File: config.mk
export PLATFORM = sky130hd
export DESIGN_NAME = id_redirect_ctrl
export DESIGN_NICKNAME = d
export VERILOG_FILES = /design/src/rtl/id_redirect_ctrl.sv
export SDC_FILE = /design/constraint.sdc
export NUM_CORES = 1
export LEC_CHECK = 0
export CAP_MARGIN = 20
export CORE_AREA = 2 2 117 119
export DETAILED_ROUTE_END_ITERATION = 8
export DIE_AREA = 0 0 119 121
export GPL_TIMING_DRIVEN = 1
export MAX_ROUTING_LAYER = met4
export PLACE_DENSITY = 0.82
export SLEW_MARGIN = 40
export SYNTH_ARGS = -nofsm -noshare
export SYNTH_HDL_FRONTEND = slang
export SYNTH_SLANG_ARGS = --single-unit
File: constraint.sdc
create_clock -name clk -period 7.1 [get_ports clk]
set_clock_uncertainty 0.05 [all_clocks]
set_input_delay 0.71 -clock clk [delete_from_list [all_inputs] [get_ports clk]]
set_output_delay 0.71 -clock clk [all_outputs]
set_load 0.02 [all_outputs]
File: src/rtl/id_redirect_ctrl.sv
// Decode stage: IF/ID register, beq/j/jal/jr resolution, and Tuse/Tnew hazard stall against EX/MEM.
// Latency: IF/ID and scoreboard update on the rising edge; redirect and stall outputs are combinational from ID.
// Backpressure: a stall freezes fetch and IF/ID, forces npc_op to PC+4 and injects a bubble into EX.
//
// Ports:
//   clk, reset             clock; synchronous active-high reset
//   if_instr, if_pc        instruction and PC from the fetch unit
//   id_rs_val, id_rt_val   forwarded source operands for the instruction in ID
//   rs_addr, rt_addr       source register fields of the ID instruction (forwarding select)
//   id_instr, id_pc        IF/ID register contents
//   id_valid               IF/ID holds a real fetched instruction
//   npc_op                 0 PC+4, 1 branch taken, 2 j/jal, 3 jr
//   branch_off             sign-extended imm16
//   jump_idx               26-bit jump index
//   jr_target              jr destination (forwarded rs)
//   freeze_pc              hold fetch PC and IF/ID
//   ex_bubble              ID->EX carries a nop this cycle
module id_redirect_ctrl #(
  parameter logic [31:0] RESET_PC = 32'h0000_3000
) (
  input  logic        clk,
  input  logic        reset,
  input  logic [31:0] if_instr,
  input  logic [31:0] if_pc,
  input  logic [31:0] id_rs_val,
  input  logic [31:0] id_rt_val,
  output logic [4:0]  rs_addr,
  output logic [4:0]  rt_addr,
  output logic [31:0] id_instr,
  output logic [31:0] id_pc,
  output logic        id_valid,
  output logic [2:0]  npc_op,
  output logic [31:0] branch_off,
  output logic [25:0] jump_idx,
  output logic [31:0] jr_target,
  output logic        freeze_pc,
  output logic        ex_bubble
);

  localparam logic [5:0] OP_RTYPE = 6'h00;
  localparam logic [5:0] OP_ORI   = 6'h0d;
  localparam logic [5:0] OP_LUI   = 6'h0f;
  localparam logic [5:0] OP_LW    = 6'h23;
  localparam logic [5:0] OP_SW    = 6'h2b;
  localparam logic [5:0] OP_BEQ   = 6'h04;
  localparam logic [5:0] OP_J     = 6'h02;
  localparam logic [5:0] OP_JAL   = 6'h03;
  localparam logic [5:0] FN_ADDU  = 6'h21;
  localparam logic [5:0] FN_SUBU  = 6'h23;
  localparam logic [5:0] FN_JR    = 6'h08;

  localparam logic [2:0] NPC_SEQ    = 3'd0;
  localparam logic [2:0] NPC_BRANCH = 3'd1;
  localparam logic [2:0] NPC_JUMP   = 3'd2;
  localparam logic [2:0] NPC_JR     = 3'd3;

  // IF/ID register
  logic [31:0] id_instr_q, id_pc_q;
  logic        id_valid_q;

  // In-flight scoreboard: destination register and remaining cycles until its value exists
  logic [4:0] ex_reg_q,  mem_reg_q;
  logic [1:0] ex_tnew_q, mem_tnew_q;

  logic [5:0] op, fn;
  logic [4:0] rs, rt, rd;

  logic [4:0] dst_reg;
  logic [1:0] dst_tnew;
  logic       use_rs, use_rt;
  logic [1:0] tuse_rs, tuse_rt;
  logic       stall;

  assign op = id_instr_q[31:26];
  assign fn = id_instr_q[5:0];
  assign rs = id_instr_q[25:21];
  assign rt = id_instr_q[20:16];
  assign rd = id_instr_q[15:11];

  // Destination/Tnew produced at EX entry and Tuse per source, for the ID instruction
  always_comb begin
    dst_reg  = 5'd0;
    dst_tnew = 2'd0;
    use_rs   = 1'b0;
    use_rt   = 1'b0;
    tuse_rs  = 2'd0;
    tuse_rt  = 2'd0;
    case (op)
      OP_RTYPE: begin
        if (fn == FN_ADDU || fn == FN_SUBU) begin
          dst_reg  = rd;
          dst_tnew = 2'd1;
          use_rs   = 1'b1;
          use_rt   = 1'b1;
          tuse_rs  = 2'd1;
          tuse_rt  = 2'd1;
        end else if (fn == FN_JR) begin
          use_rs  = 1'b1;
          tuse_rs = 2'd0;
        end
      end
      OP_ORI: begin
        dst_reg  = rt;
        dst_tnew = 2'd1;
        use_rs   = 1'b1;
        tuse_rs  = 2'd1;
      end
      OP_LUI: begin
        dst_reg  = rt;
        dst_tnew = 2'd1;
      end
      OP_LW: begin
        dst_reg  = rt;
        dst_tnew = 2'd2;
        use_rs   = 1'b1;
        tuse_rs  = 2'd1;
      end
      OP_SW: begin
        use_rs  = 1'b1;
        tuse_rs = 2'd1;
        use_rt  = 1'b1;
        tuse_rt = 2'd2;
      end
      OP_BEQ: begin
        use_rs  = 1'b1;
        use_rt  = 1'b1;
        tuse_rs = 2'd0;
        tuse_rt = 2'd0;
      end
      OP_JAL: begin
        // Link value is ready at EX entry, so a following jr never waits on it
        dst_reg  = 5'd31;
        dst_tnew = 2'd0;
      end
      default: ;
    endcase
  end

  // Only the nearest producer matters: an EX match shadows an older MEM match of the same register
  function automatic logic src_stall(input logic       used,
                                     input logic [4:0] src,
                                     input logic [1:0] tuse,
                                     input logic [4:0] ex_r,
                                     input logic [1:0] ex_t,
                                     input logic [4:0] mem_r,
                                     input logic [1:0] mem_t);
    logic h;
    h = 1'b0;
    if (used && src != 5'd0) begin
      if (src == ex_r)
        h = (ex_t > tuse);
      else if (src == mem_r)
        h = (mem_t > tuse);
    end
    return h;
  endfunction

  assign stall = src_stall(use_rs, rs, tuse_rs, ex_reg_q, ex_tnew_q, mem_reg_q, mem_tnew_q)
               | src_stall(use_rt, rt, tuse_rt, ex_reg_q, ex_tnew_q, mem_reg_q, mem_tnew_q);

  always_comb begin
    npc_op = NPC_SEQ;
    if (!stall) begin
      case (op)
        OP_BEQ:        npc_op = (id_rs_val == id_rt_val) ? NPC_BRANCH : NPC_SEQ;
        OP_J, OP_JAL:  npc_op = NPC_JUMP;
        OP_RTYPE:      npc_op = (fn == FN_JR) ? NPC_JR : NPC_SEQ;
        default:       npc_op = NPC_SEQ;
      endcase
    end
  end

  always_ff @(posedge clk) begin
    if (reset) begin
      id_instr_q <= 32'd0;
      id_pc_q    <= RESET_PC;
      id_valid_q <= 1'b0;
      ex_reg_q   <= 5'd0;
      ex_tnew_q  <= 2'd0;
      mem_reg_q  <= 5'd0;
      mem_tnew_q <= 2'd0;
    end else begin
      if (!stall) begin
        id_instr_q <= if_instr;
        id_pc_q    <= if_pc;
        id_valid_q <= 1'b1;
      end
      mem_reg_q  <= ex_reg_q;
      mem_tnew_q <= (ex_tnew_q == 2'd0) ? 2'd0 : ex_tnew_q - 2'd1;
      ex_reg_q   <= stall ? 5'd0 : dst_reg;
      ex_tnew_q  <= stall ? 2'd0 : dst_tnew;
    end
  end

  assign rs_addr    = rs;
  assign rt_addr    = rt;
  assign id_instr   = id_instr_q;
  assign id_pc      = id_pc_q;
  assign id_valid   = id_valid_q;
  assign branch_off = {{16{id_instr_q[15]}}, id_instr_q[15:0]};
  assign jump_idx   = id_instr_q[25:0];
  assign jr_target  = id_rs_val;
  assign freeze_pc  = stall;
  assign ex_bubble  = stall;

endmodule
**After elaboration in Yosys (flattened, before gate mapping)**

Index checks and enable logic that the tools add are counted.
W data, S select, Z words.

- $add $sub $neg: 1
- Magnitude comparators: 4
- Eq/ne operators: 15
- Mux-type cells: 21
- Bitwise gates (word level): 1
- Reductions and logical operators: 15

Operators with widths:

| operator | number |
|---|---|
| $eq A32 B32 Y1 | 1 |
| $eq A6 B6 Y1 const B | 4 |
| $eq A5 B5 Y1 | 4 |
| $eq A6 B4 Y1 const B | 3 |
| $pmux W5 S3 | 1 |
| $eq A6 B2 Y1 const B | 2 |
| $pmux W2 S3 | 2 |
| $mux W1 | 11 |
| $reduce_bool A5 Y1 | 2 |
| $reduce_or A2 Y1 | 5 |
| $gt A2 B2 Y1 | 4 |
| $eq A6 B3 Y1 const B | 1 |
| $logic_not A6 Y1 | 1 |
| $pmux W1 S2 | 3 |
| $reduce_or A3 Y1 | 2 |
| $mux W5 | 1 |
| $mux W2 | 2 |
| $pmux W2 S2 | 1 |
| $reduce_or A4 Y1 | 1 |
| $logic_and A1 B1 Y1 | 2 |
| $logic_not A2 Y1 | 1 |
| $sub A2 B1 Y2 const B | 1 |
| $logic_or A1 B1 Y1 | 1 |
| $or A1 B1 Y1 | 1 |

- Register bits: 79
- Input bits: 130
- Output and inout port bits: 170
- Logic and storage cells: 64

**Depth between registers and ports, before layout**

- Depth after elaboration: 10
- Depth in mapped cells: 13
- Gate-level depth less buffers: 11

**Worst setup path before layout**

No wires, ideal clock.

- Path type: flip-flop to output port
- Start: register id_instr_q[29], in the netlist id_instr[29]
- End: output port freeze_pc
- Arrival time: 2.802 ns
- Data required time: 6.340 ns
- Path slack: 3.538 ns
- Stages on the path, launching flop included: 12
- Buffers on the path: 4
- Cell sequence: dfxtp_1 > buf_6 > or4_4 > nor3_4 > ha_1 > a2111o_1 > a21o_1 > o31a_2 > buf_6 > inv_4 > buf_6 > buf_4

- Word-level cells in the longest chain between the ends: 8
- Elaborated cells between the ends (all ways): 25
- Those cells by class: 4 x order compare; 4 x eq/ne; 10 x mux; 1 x bitwise; 6 x reduce/logical

Ends and longest elaborated chain:

| element | line | source |
|---|---|---|
| start, declared | 58 | `logic [31:0] id_instr_q, id_pc_q;` |
| start signal, assigned | 184 | `id_instr_q <= if_instr;` |
| $eq A6 B6 Y1 or $eq A6 B4 Y1 (tied branches) | 88 | `case (op)` |
| $reduce_or A3 Y1 (no source line) | n/a |  |
| $pmux W1 S2 | 88 |  |
| $gt A2 B2 Y1 | 153 | `h = (mem_t > tuse);` |
| $mux W1 | 152 | `else if (src == mem_r)` |
| $mux W1 | 150 | `if (src == ex_r)` |
| $mux W1 | 149 | `if (used && src != 5'd0) begin` |
| $or A1 B1 Y1 (*) | 159 | `\| src_stall(use_rt, rt, tuse_rt, ex_reg_q, ex_tnew_q, mem_reg_q, mem_tnew_q);` |
| end, declared | 36 | `output logic freeze_pc,` |

Every way passes the cells marked *; elsewhere a longest branch is shown, timed or not.

**Worst setup path after layout**

- Start: register id_instr_q[28], in the netlist id_instr[28]
- End: output port freeze_pc

Same word-level chain as after synthesis.

==> out/qor.txt <==
Worst Hold Class - reg -> reg
Main synth FF type - dfxtp_1
Vias in the first global route - 4,362
Clock power share - 38.4%
Share of cells above drive strength 1 - 3.92%
Final worst-path cycle share - 60.8%
GP Congestion - 0.845
Netlist cell types - 47
WS Path Type - reg -> out
Clock root buffer master - clkbuf_16
Detail Route Antenna Nets - 0
Seq pwr share - 36.1%
Die H - 121 µm
Setup TNS - 0 ps
Buffers inserted by post-CTS timing repair - 0
Syn_area_per_cell - 9.22 µm²
PortBufs - 298
Worst VDD drop - 0.118 mV
Pint - 0.00101 W
CP Launch Type - register
Wire per inst - 15.6 µm
Status - completed
DP HPWL - 10,900 µm
#FFs+latches synth - 79
Post-Syn Area - 5080 µm²
Ports - 300
Setup crit end kind - output pin
Via Count - 4,274
Longest Clk Path Bufs - 2
Leakage - 3.18 nW
Fraction of registers with async set/reset - 0%
Drt first pass iters - 4
Routed Wire Length - 14,300 µm
R2R depth - 10
Slowest Stage Delay on Critical Path - 640 ps
WP data arrival - 3560 ps
Fin. Hold Viols - 0
Data required, critical path - 6340 ps
Largest family of logic cells by synthesized area - simple AND/OR/NAND/NOR gates
Nets@finish - 869
Final instance area - 7720 µm²
Initial drt markers - 157
Placed Area - 7380 µm²
CTS tree - yes
Setup-failing EPs final - 0
Overall Power - 0.00137 W
Total power per unit cell area - 178 nW/µm²
Ys Warns - 0
Die width - 119 µm
Hold Path Stages - 1
MaxCap Viol Count - 0
Initial core utilization - 38.8%
Largest net degree at the start of global routing - 142
Crit-path max FO - 13
First-pass GRT wire length - 22,400 µm
Slowest CP cell - clkdlybuf4s50_1
Number of cells on the critical path - 8
CTS H-tree lvls - 3
Layout area overhead - 51.9%
Global route overflow - 0
Clock sinks - 79
Post-Synth XOR/XNOR Area - 8.97%
Initial antenna violation count - 1
Clock period minus worst slack - 4320 ps
Most frequent cells in the layout - clkdlybuf4s50_1 (297), nand2b_1 (125), dfxtp_1 (79)
Non-filler cells, final - 916
Comb pwr share - 25.5%
CTS clk-pin slew, worst paths - 60 ps
CP bufs+invs - 2
Die area - 14,400 µm²
Fmax - 232 MHz
Placed insts - 899
Net Sw Frac - 26.5%
Slew @ Worst Pin - 779 ps
Cts hold-fix bufs - 0
Seq/Total Area, Yosys - 31.1%
Post-synth EDFFs - 0
Post-CTS sizing - 0
Row count - 42
Mux cell area share after synthesis - 12.4%
Vias per cell - 4.67
Adder and majority gate portion of the synthesized area - 1.23%
Slew HR - 47.6%
Total GRT Usage - 20.2%
Max-slew violations - 0
Critical path cell sequence - or4_4 > nor3_4 > ha_1 > a2111o_1 > a21o_1 > o31a_4 > inv_4 > clkdlybuf4s50_1
Worst-Skew Late Latency - 340 ps
Commonest non-fill, non-tap cell in the layout - clkdlybuf4s50_1
Mapped Cells - 551
Post-synthesis compound-gate area fraction - 3.50%
Simple-Gate Fraction of Synth Area - 23.9%
Syn Nets - 686
Core Region - 13,100 µm²
RSZ-0062 raised after global routing - no
Remaining DRCs - 0
CP top delay family - simple AND/OR/NAND/NOR gates
Finished Core Util - 59.0%
Switching power - 0.000363 W
Num CTS Buffers - 9
[path summary, 6_finish.rpt]
check / startpoint / to / slack, ps
hold reg to reg: ex_tnew_q[0] / mem_tnew_q[0] / 400
setup reg to reg: id_instr[28] / id_instr[28] / 3760
setup / recovery: id_instr[28] / freeze_pc / 2780
hold / removal: ex_tnew_q[0] / mem_tnew_q[0] / 400
[flip-flops by register name (all words and copies together), names as in the netlist]
| signal | cells |
|---|---|
| mem_reg_q | 5 |
| ex_reg_q | 5 |
| mem_tnew_q | 2 |
| id_pc | 32 |
| id_instr | 32 |
| ex_tnew_q | 2 |
| id_valid | 1 |
[power groups by stage]
stage | registers, W | logic (W) | clock network (W)
floorplan | 0.000522 | 0.000173 | 0
global placement | 0.000501 | 0.000347 | 0
finish | 0.000494 | 0.000349 | 0.000526
detailed placement | 0.000504 | 0.000351 | 0
CTS | 0.000495 | 0.000353 | 0.000536
global route | 0.000498 | 0.000370 | 0.000557
[through the flow]
step | setup WS [ps] | hold slack [ps]
2_1_floorplan | 3540 | 367
3_3_place_gp | 3190 | 388
3_5_place_dp | 3150 | 383
4_1_cts | 2770 | 393
5_1_grt | 2630 | 409
6_report | 2780 | 399
[layer usage]
metal / up-vias / wire length (µm) / global-route usage [%]
met2: 194 / 7220 / 35.4
met5: - / 0 / -
met1: 1975 / 5430 / 20.3
li1: 2076 / - / -
met3: 29 / 1250 / 7.47
met4: 0 / 383 / 8.56
[Yosys cell counts, drive strengths merged, types with 2 or more instances]
cell      n  area [µm²]
buf     112         871
o31a      2        18.8
a221oi    5        43.8
nand4     8        50.1
nand3     6        30.0
nor2     11        41.3
xor2      3        26.3
xnor2    49         429
nor4      3        18.8
a21oi     5        28.8
nor2b     8        50.1
or4       3        26.3
nand2b  125         782
nand3b    2        15.0
nor3     15         116
inv       7        28.8
mux2i    63         631
nand2     7        26.3
dfxtp    79        1580
ha        5        62.6
clkbuf   15        56.3
[cell type report]
type	count	area (µm²)
Antenna cell	1	2.50
Sequential cell	79	1580
Timing Repair Buffer	299	3000
Fill cell	1085	5370
Multi-Input combinational cell	338	2550
Tap cell	176	220
Clock inverter	6	109
Clock buffer	10	229
Inverter	7	28.8
[logic make-up (layout without fill, tap and decap cells)]
group	Yosys count	count (layout)
AOI/OAI and AO/OA	22	22
and+or+nand+nor	195	195
DFF	79	79
buffers and inverters	134	322
muxes	63	63
xor gates and xnor gates	52	52
adders and majority gates	5	5
other	1	2
Note: power is estimated with default switching activity, not from simulation.
